[src/rtl/branch_amend_stage_mlane_pkg.sv]
// Shared definitions for the multi-lane PREMEM branch amend stage.
// Holds the repair-action bit layout and the forwarding-mode code used by REEXE.
package branch_amend_stage_mlane_pkg;

    // Bit of the per-lane repair action that marks a branch needing repair.
    localparam int NEED_REPAIR_BIT = 0;

    // Forwarding-mode code under which REEXE consumes results from this stage.
    localparam logic [1:0] FORWARD_MODE_REEXE = 2'd2;

endpackage

[src/rtl/branch_amend_stage_mlane_oldest_lane_pick.sv]
// Lowest-index priority picker: lane 0 is the oldest, so the lowest set request wins.
// Produces a one-hot grant, its encoded index and an any-request flag.
module oldest_lane_pick #(
    parameter int LANES = 2,
    parameter int SEL_W = 1
) (
    input  logic [LANES-1:0] req,
    output logic [LANES-1:0] onehot,
    output logic [SEL_W-1:0] idx,
    output logic             any
);

    // NOTE: every output gets a default before the loop so no latch is inferred.
    always_comb begin
        onehot = '0;
        idx    = '0;
        any    = 1'b0;
        // Walk from the youngest lane down so the oldest requester is the last write.
        for (int i = LANES - 1; i >= 0; i--) begin
            if (req[i]) begin
                onehot    = '0;
                onehot[i] = 1'b1;
                idx       = SEL_W'(i);
                any       = 1'b1;
            end
        end
    end

endmodule

[src/rtl/branch_amend_stage_mlane.sv]
// Multi-lane PREMEM branch amend stage: holds an in-order bundle, issues one repair flush
// for the oldest mispredicted lane, and kills lanes younger than its delay slot.
// Optional statistics counters are built when BRANCH_AMEND_PERF_EN is defined.
module branch_amend_stage_mlane
    import branch_amend_stage_mlane_pkg::*;
#(
    parameter int LANES  = 2,
    parameter int DATA_W = 32,
    parameter int GPR_W  = 5,
    parameter int CKPT_W = 8,
    parameter int RA_W   = 4,
    parameter int EXC_W  = 5
) (
    input  logic                      clk,
    input  logic                      rst,
    input  logic                      up_valid,
    input  logic [LANES-1:0]          up_lane_valid,
    input  logic [LANES*GPR_W-1:0]    up_write_num,
    input  logic [LANES*DATA_W-1:0]   up_vaddr,
    input  logic [LANES*DATA_W-1:0]   up_alu_res,
    input  logic [LANES*DATA_W-1:0]   up_corr_dest,
    input  logic [LANES-1:0]          up_corr_take,
    input  logic [LANES*RA_W-1:0]     up_repair_action,
    input  logic [LANES*CKPT_W-1:0]   up_checkpoint,
    input  logic [LANES-1:0]          up_exc_risk,
    input  logic [LANES-1:0]          up_has_exc,
    input  logic [LANES*EXC_W-1:0]    up_exc_code,
    input  logic                      mem_has_risk,
    input  logic                      exc_occur,
    input  logic                      down_allowin,
    input  logic                      premem_allowin,
    output logic                      allowin,
    output logic                      out_valid,
    output logic [LANES-1:0]          out_lane_valid,
    output logic [LANES*GPR_W-1:0]    out_write_num,
    output logic [LANES*DATA_W-1:0]   out_alu_res,
    output logic [LANES*DATA_W-1:0]   out_vaddr,
    output logic [LANES*EXC_W-1:0]    out_exc_code,
    output logic [LANES-1:0]          out_has_exc,
    output logic                      has_risk,
    output logic                      flush,
    output logic [DATA_W-1:0]         flush_vaddr,
    output logic [DATA_W-1:0]         flush_dest,
    output logic                      flush_take,
    output logic [CKPT_W-1:0]         flush_ckpt,
    output logic [RA_W-1:0]           flush_action,
    output logic [31:0]               perf_mispred,
    output logic [31:0]               perf_hold
);

    localparam int SEL_W = (LANES > 1) ? $clog2(LANES) : 1;

    logic                     has_data;
    logic [LANES-1:0]         lane_valid;
    logic [LANES*GPR_W-1:0]   write_num;
    logic [LANES*DATA_W-1:0]  vaddr;
    logic [LANES*DATA_W-1:0]  alu_res;
    logic [LANES*DATA_W-1:0]  corr_dest;
    logic [LANES-1:0]         corr_take;
    logic [LANES*RA_W-1:0]    repair_action;
    logic [LANES*CKPT_W-1:0]  checkpoint;
    logic [LANES-1:0]         exc_risk;
    logic [LANES-1:0]         has_exc;
    logic [LANES*EXC_W-1:0]   exc_code;

    logic [LANES-1:0] need_rep;
    logic [LANES-1:0] pick_oh;
    logic [SEL_W-1:0] sel;
    logic             any_rep;
    logic             blocked;
    logic [LANES-1:0] keep;
    logic             ready;
    logic             clear;
    logic             load;

    for (genvar g = 0; g < LANES; g++) begin : g_need
        assign need_rep[g] = lane_valid[g] & repair_action[g*RA_W + NEED_REPAIR_BIT];
    end

    oldest_lane_pick #(
        .LANES (LANES),
        .SEL_W (SEL_W)
    ) u_pick (
        .req    (need_rep),
        .onehot (pick_oh),
        .idx    (sel),
        .any    (any_rep)
    );

    // Lanes 0..k gate the flush on exc_risk; lanes 0..k+1 (branch plus delay slot) survive.
    always_comb begin : sel_masks
        logic past;
        logic beyond;
        logic delay;
        blocked = 1'b0;
        keep    = '0;
        past    = 1'b0;
        beyond  = 1'b0;
        delay   = 1'b0;
        for (int i = 0; i < LANES; i++) begin
            if (!past && lane_valid[i] && exc_risk[i]) blocked = 1'b1;
            past    = past | pick_oh[i];
            keep[i] = !beyond;
            beyond  = beyond | delay;
            delay   = pick_oh[i];
        end
    end

    assign ready     = !(any_rep && mem_has_risk);
    assign out_valid = has_data && ready && premem_allowin;
    assign allowin   = !has_data || (ready && down_allowin);
    assign flush     = has_data && any_rep && !blocked && !mem_has_risk && !exc_occur
                       && out_valid && down_allowin;
    assign has_risk  = mem_has_risk || any_rep || |(lane_valid & exc_risk);

    assign out_lane_valid = lane_valid & ((any_rep && !blocked) ? keep : {LANES{1'b1}});
    assign out_write_num  = write_num;
    assign out_alu_res    = alu_res;
    assign out_vaddr      = vaddr;
    assign out_exc_code   = exc_code;
    assign out_has_exc    = has_exc;

    always_comb begin
        flush_vaddr  = '0;
        flush_dest   = '0;
        flush_take   = 1'b0;
        flush_ckpt   = '0;
        flush_action = '0;
        if (any_rep) begin
            flush_vaddr  = vaddr[int'(sel)*DATA_W +: DATA_W];
            flush_dest   = corr_dest[int'(sel)*DATA_W +: DATA_W];
            flush_take   = corr_take[sel];
            flush_ckpt   = checkpoint[int'(sel)*CKPT_W +: CKPT_W];
            flush_action = repair_action[int'(sel)*RA_W +: RA_W];
        end
    end

    // A flush or CP0 exception discards both the held bundle and whatever arrives with it.
    assign clear = exc_occur || flush || (allowin && premem_allowin && !up_valid);
    assign load  = !clear && allowin && premem_allowin && up_valid;

    // NOTE: state uses non-blocking assignments; lane payload is reset too so that
    // every output, including the flush fields, reads 0 straight out of reset.
    always_ff @(posedge clk or negedge rst) begin
        if (!rst) begin
            has_data      <= 1'b0;
            lane_valid    <= '0;
            write_num     <= '0;
            vaddr         <= '0;
            alu_res       <= '0;
            corr_dest     <= '0;
            corr_take     <= '0;
            repair_action <= '0;
            checkpoint    <= '0;
            exc_risk      <= '0;
            has_exc       <= '0;
            exc_code      <= '0;
        end else if (clear) begin
            has_data      <= 1'b0;
            lane_valid    <= '0;
            write_num     <= '0;
            vaddr         <= '0;
            alu_res       <= '0;
            corr_dest     <= '0;
            corr_take     <= '0;
            repair_action <= '0;
            checkpoint    <= '0;
            exc_risk      <= '0;
            has_exc       <= '0;
            exc_code      <= '0;
        end else if (load) begin
            has_data      <= 1'b1;
            lane_valid    <= up_lane_valid;
            write_num     <= up_write_num;
            vaddr         <= up_vaddr;
            alu_res       <= up_alu_res;
            corr_dest     <= up_corr_dest;
            corr_take     <= up_corr_take;
            repair_action <= up_repair_action;
            checkpoint    <= up_checkpoint;
            exc_risk      <= up_exc_risk;
            has_exc       <= up_has_exc;
            exc_code      <= up_exc_code;
        end
    end

`ifdef BRANCH_AMEND_PERF_EN
    logic        held;
    logic [31:0] mispred_cnt;
    logic [31:0] hold_cnt;

    assign held = has_data && !ready;

    always_ff @(posedge clk or negedge rst) begin
        if (!rst) begin
            mispred_cnt <= '0;
            hold_cnt    <= '0;
        end else begin
            if (flush) mispred_cnt <= mispred_cnt + 32'd1;
            if (held)  hold_cnt    <= hold_cnt + 32'd1;
        end
    end

    assign perf_mispred = mispred_cnt;
    assign perf_hold    = hold_cnt;
`else
    assign perf_mispred = '0;
    assign perf_hold    = '0;
`endif

endmodule

[config.mk]
export PLATFORM = sky130hd
export DESIGN_NAME = branch_amend_stage_mlane
export DESIGN_NICKNAME = d
export VERILOG_FILES = /design/src/rtl/branch_amend_stage_mlane_pkg.sv /design/src/rtl/branch_amend_stage_mlane_oldest_lane_pick.sv /design/src/rtl/branch_amend_stage_mlane.sv
export SDC_FILE = /design/constraint.sdc
export NUM_CORES = 1
export LEC_CHECK = 0
export BUFFER_PORTS_ARGS = -buffer_cell sky130_fd_sc_hd__buf_2
export CELL_PAD_IN_SITES_DETAIL_PLACEMENT = 1
export CELL_PAD_IN_SITES_GLOBAL_PLACEMENT = 2
export CORE_ASPECT_RATIO = 1.25
export CORE_MARGIN = 8
export CORE_UTILIZATION = 23
export DETAILED_ROUTE_END_ITERATION = 8
export PLACE_DENSITY_LB_ADDON = 0.1
export SLEW_MARGIN = 25
export SYNTH_ARGS = -nofsm -noshare
export SYNTH_HDL_FRONTEND = slang
export SYNTH_SLANG_ARGS = --single-unit
[constraint.sdc]
create_clock -name clk -period 1.9 [get_ports clk]
set_input_delay 0.285 -clock clk [delete_from_list [all_inputs] [get_ports clk]]
set_output_delay 0.285 -clock clk [all_outputs]
set_load 0.01 [all_outputs]
==> results.toml <==
[min_path]
min_path_type = "in -> reg"

[layout]
drive_gt1_share_pct = 35.6
syn_to_final_growth_pct = 78.6
post-route-util_pct = 41.3
stdcell_count = 2722
final_nets = 2300

[pwr]
p_seq_share_pct = 40.1
powerDensity_nw_per_um2 = 685
p_sw_mw = 3.80
p_clk_share_pct = 41.8
switching_share_pct = 27.4
ir_worst_vdd_v = 0.000615
finalPower_mw = 13.9
p_comb_share_pct = 18.2
intPower_mw = 10.1
p_leak_nw = 9.66

[worst_setup_path]
worst_ep_arrival_time_ns = 2.06
cp_common_cell = "buf_12"
cp-start-kind = "flip-flop"
crit_required_ns = 1.62
critPathMaxStageDelay_ns = 0.42
end_kind = "output port"
crit_path_top_delay_cell = "dfrtp_2"
critical_path_class = "reg -> out"
crit_fanout = 9
worstPathCellList = "buf_6 > and2_4 > nor2_4 > buf_12 > buf_12 > a22o_1 > buf_2"

[logic_synthesis]
syn_inst = 1268
synth_seq_area_share_pct = 54.1
avgSynthCellArea_sq_um = 8.94
ys_ff_latch = 245
syn_area_sq_um = 11300
yosysWarnings = 0
yosysUniqueCellTypes = 23

[sta]
rsz0062_at_grt = "yes"
skew_ns = 0.0113
slew_headroom_pct = 61.1
tightest_slew_ns = 0.582
finalWorstSetupSlack_ns = -0.449
timing.hold.ws_ns = 0.0268
post-route-period-util_pct = 124
fin_crit_ns = 2.35
finalMaxSlewViolations = 0
fmax_mhz = 426
setup_viol = 326
hold_viol = 0

[global_routing]
grt_max_degree = 73
grt_pass1_vias = 13968
gr-usage-all-layers_pct = 20.7
overflow = 0
antenna_found_initial = 6
grt_pass1_wl_um = 92200

[drt]
vias = 12605
drtPass1Iterations = 4
postRouteAntennaNets = 0
wirelength_um = 63000
drt_iter0_drc = 476
via_per_inst = 4.63
drcViolationCount = 0
wl_per_cell_um = 23.1

[place]
port_buffers = 483
place_inst = 2355
dpl.hpwl_um = 40500
gp_congestion = 0.764
dpl_worst_slack_ns = -0.0300

[clocking]
cts_buffer_depth = 3
clock_sinks = 245
clkTransAtPathRegs_ns = 0.06
cts_made_buffers = 30
clock_latency_ns = 0.57
htree_levels = 1
root_buffer = "clkbuf_16"
cts_tree = "yes"

[floorplanning]
initial_core_util_pct = 23.1
ios = 548
coreArea_sq_um = 49100
dieWidth_um = 215
rows = 91
dieArea_sq_um = 56700
die_h_um = 264

[status]
status = "finished with violations"
violations = "setup timing"

[run]
max_cap_violations = 0
-- path summary, 6_finish.rpt --
| check | from | endpoint | slack, ns | cells past startpoint |
|---|---|---|---|---|
| setup / recovery | out_lane_valid[0] | flush_dest[5] | -0.45 | 7 |
| hold / removal | up_repair_action[5] | repair_action[5] | 0.03 | 3 |
| setup reg to reg | out_lane_valid[0] | out_vaddr[14] | -0.38 | 11 |
| hold reg to reg | out_alu_res[30] | out_alu_res[30] | 0.51 | 2 |
| max in group asynchronous | rst | out_alu_res[42] | 1.05 | 3 |
| min in group asynchronous | rst | out_vaddr[37] | 0.14 | 2 |
-- critical path, delay by kind of cell, from the launching register on --
kind                   cells  cell delay, ns
flip-flops                 1            0.42
buffers and inverters      4            0.61
AO/OA/AOI/OAI              1            0.16
AND/OR/NAND/NOR            2            0.31
-- per-layer routing --
| metal | track usage (%) | vias up | wire [um] |
|---|---|---|---|
| li1 | - | 5834 | - |
| met1 | 25.2 | 6283 | 25900 |
| met2 | 35.7 | 390 | 31400 |
| met3 | 5.37 | 90 | 3780 |
| met4 | 5.90 | 8 | 1810 |
| met5 | 0 | - | 48 |
-- power groups by stage --
stage | Clock (mW) | Sequential [mW] | Combinational (mW)
detailed placement | 0 | 5.65 | 1.70
global placement | 0 | 5.65 | 1.69
finish | 5.80 | 5.56 | 2.52
floorplan | 0 | 5.67 | 0.754
CTS | 6.00 | 5.56 | 2.38
global route | 6.18 | 5.58 | 2.73
-- metrics by stage --
stage,area [sq um],TNS [ns]
after floorplan,11600,-2.23
after global placement,14900,-0.00686
after detailed placement,14900,-0.192
after CTS,19400,-70.50
after global routing,20200,-130.66
final,20200,-96.03
-- logic make-up after synthesis --
logic type / Yosys count / share of synthesized area (%)
buf+inv: 193 / 9.21
other cells: 1 / 0.0331
compound gates: 328 / 17.3
flops: 245 / 54.1
simple gates: 501 / 19.4
-- cell type report --
class	count	area, sq um
Fill cell	5635	28800
Timing Repair Buffer	875	7640
Sequential cell	245	6130
Multi-Input combinational cell	893	4670
Clock buffer	42	867
Tap cell	651	815
Clock inverter	9	103
Inverter	4	15.0
Antenna cell	3	7.51
-- cell usage after synthesis --
| cell | count | area (sq um) |
|---|---|---|
| a22oi_2 | 1 | 12.5 |
| nand3_1 | 245 | 1230 |
| o41ai_2 | 1 | 16.3 |
| a21oi_1 | 246 | 1230 |
| o221a_2 | 1 | 11.3 |
| buf_1 | 18 | 67.6 |
| nor4_1 | 1 | 6.26 |
| clkbuf_1 | 65 | 244 |
| inv_2 | 1 | 3.75 |
| a22o_1 | 76 | 666 |
| a2bb2oi_1 | 1 | 8.76 |
| nor2_1 | 2 | 7.51 |
| o221ai_1 | 1 | 8.76 |
| buf_4 | 75 | 563 |
| nand4_1 | 1 | 6.26 |
| buf_2 | 31 | 155 |
| o21ai_0 | 1 | 5.00 |
| and2_1 | 1 | 6.26 |
| conb_1 | 1 | 3.75 |
| inv_1 | 3 | 11.3 |
| and2_4 | 1 | 8.76 |
| dfrtp_1 | 245 | 6130 |
| nand2_1 | 250 | 938 |
-- flip-flops by register name (all words and copies together), names as in the netlist --
register        cells
corr_take           2
has_data            1
out_exc_code       10
out_write_num      10
corr_dest          64
exc_risk            2
checkpoint         16
out_vaddr          64
out_has_exc         2
out_alu_res        64
repair_action       8
out_lane_valid      2
-- timing repair --
| action | in CTS | in global routing |
|---|---|---|
| pin swaps | 15 | 8 |
| endpoints found under the hold margin | 480 | 0 |
| buffers inserted | 30 | 12 |
| cloned | 21 | 21 |
| resized for setup | 108 | 87 |
| hold buffers | 236 | 0 |
| endpoints found under the setup margin | 168 | 326 |
-- cell usage in the layout, fill, tap and decap left out, types with 2 or more instances in the layout --
cell type        n
a21oi_1        213
a21oi_2         32
a22o_1          72
a22o_4           4
and2_4           2
buf_12          46
buf_16          19
buf_2          438
buf_4           53
buf_6           53
buf_8           10
bufinv_16        2
clkbuf_1         6
clkbuf_16       49
clkbuf_8         6
clkinv_2         5
conb_1          64
dfrtp_1        244
diode_2          3
dlygate4sd3_1  236
inv_1            3
nand2_1        248
nand2_2          2
nand3_1        243
nor2_4           2
No activity file was read; power rests on OpenSTA's default activity.
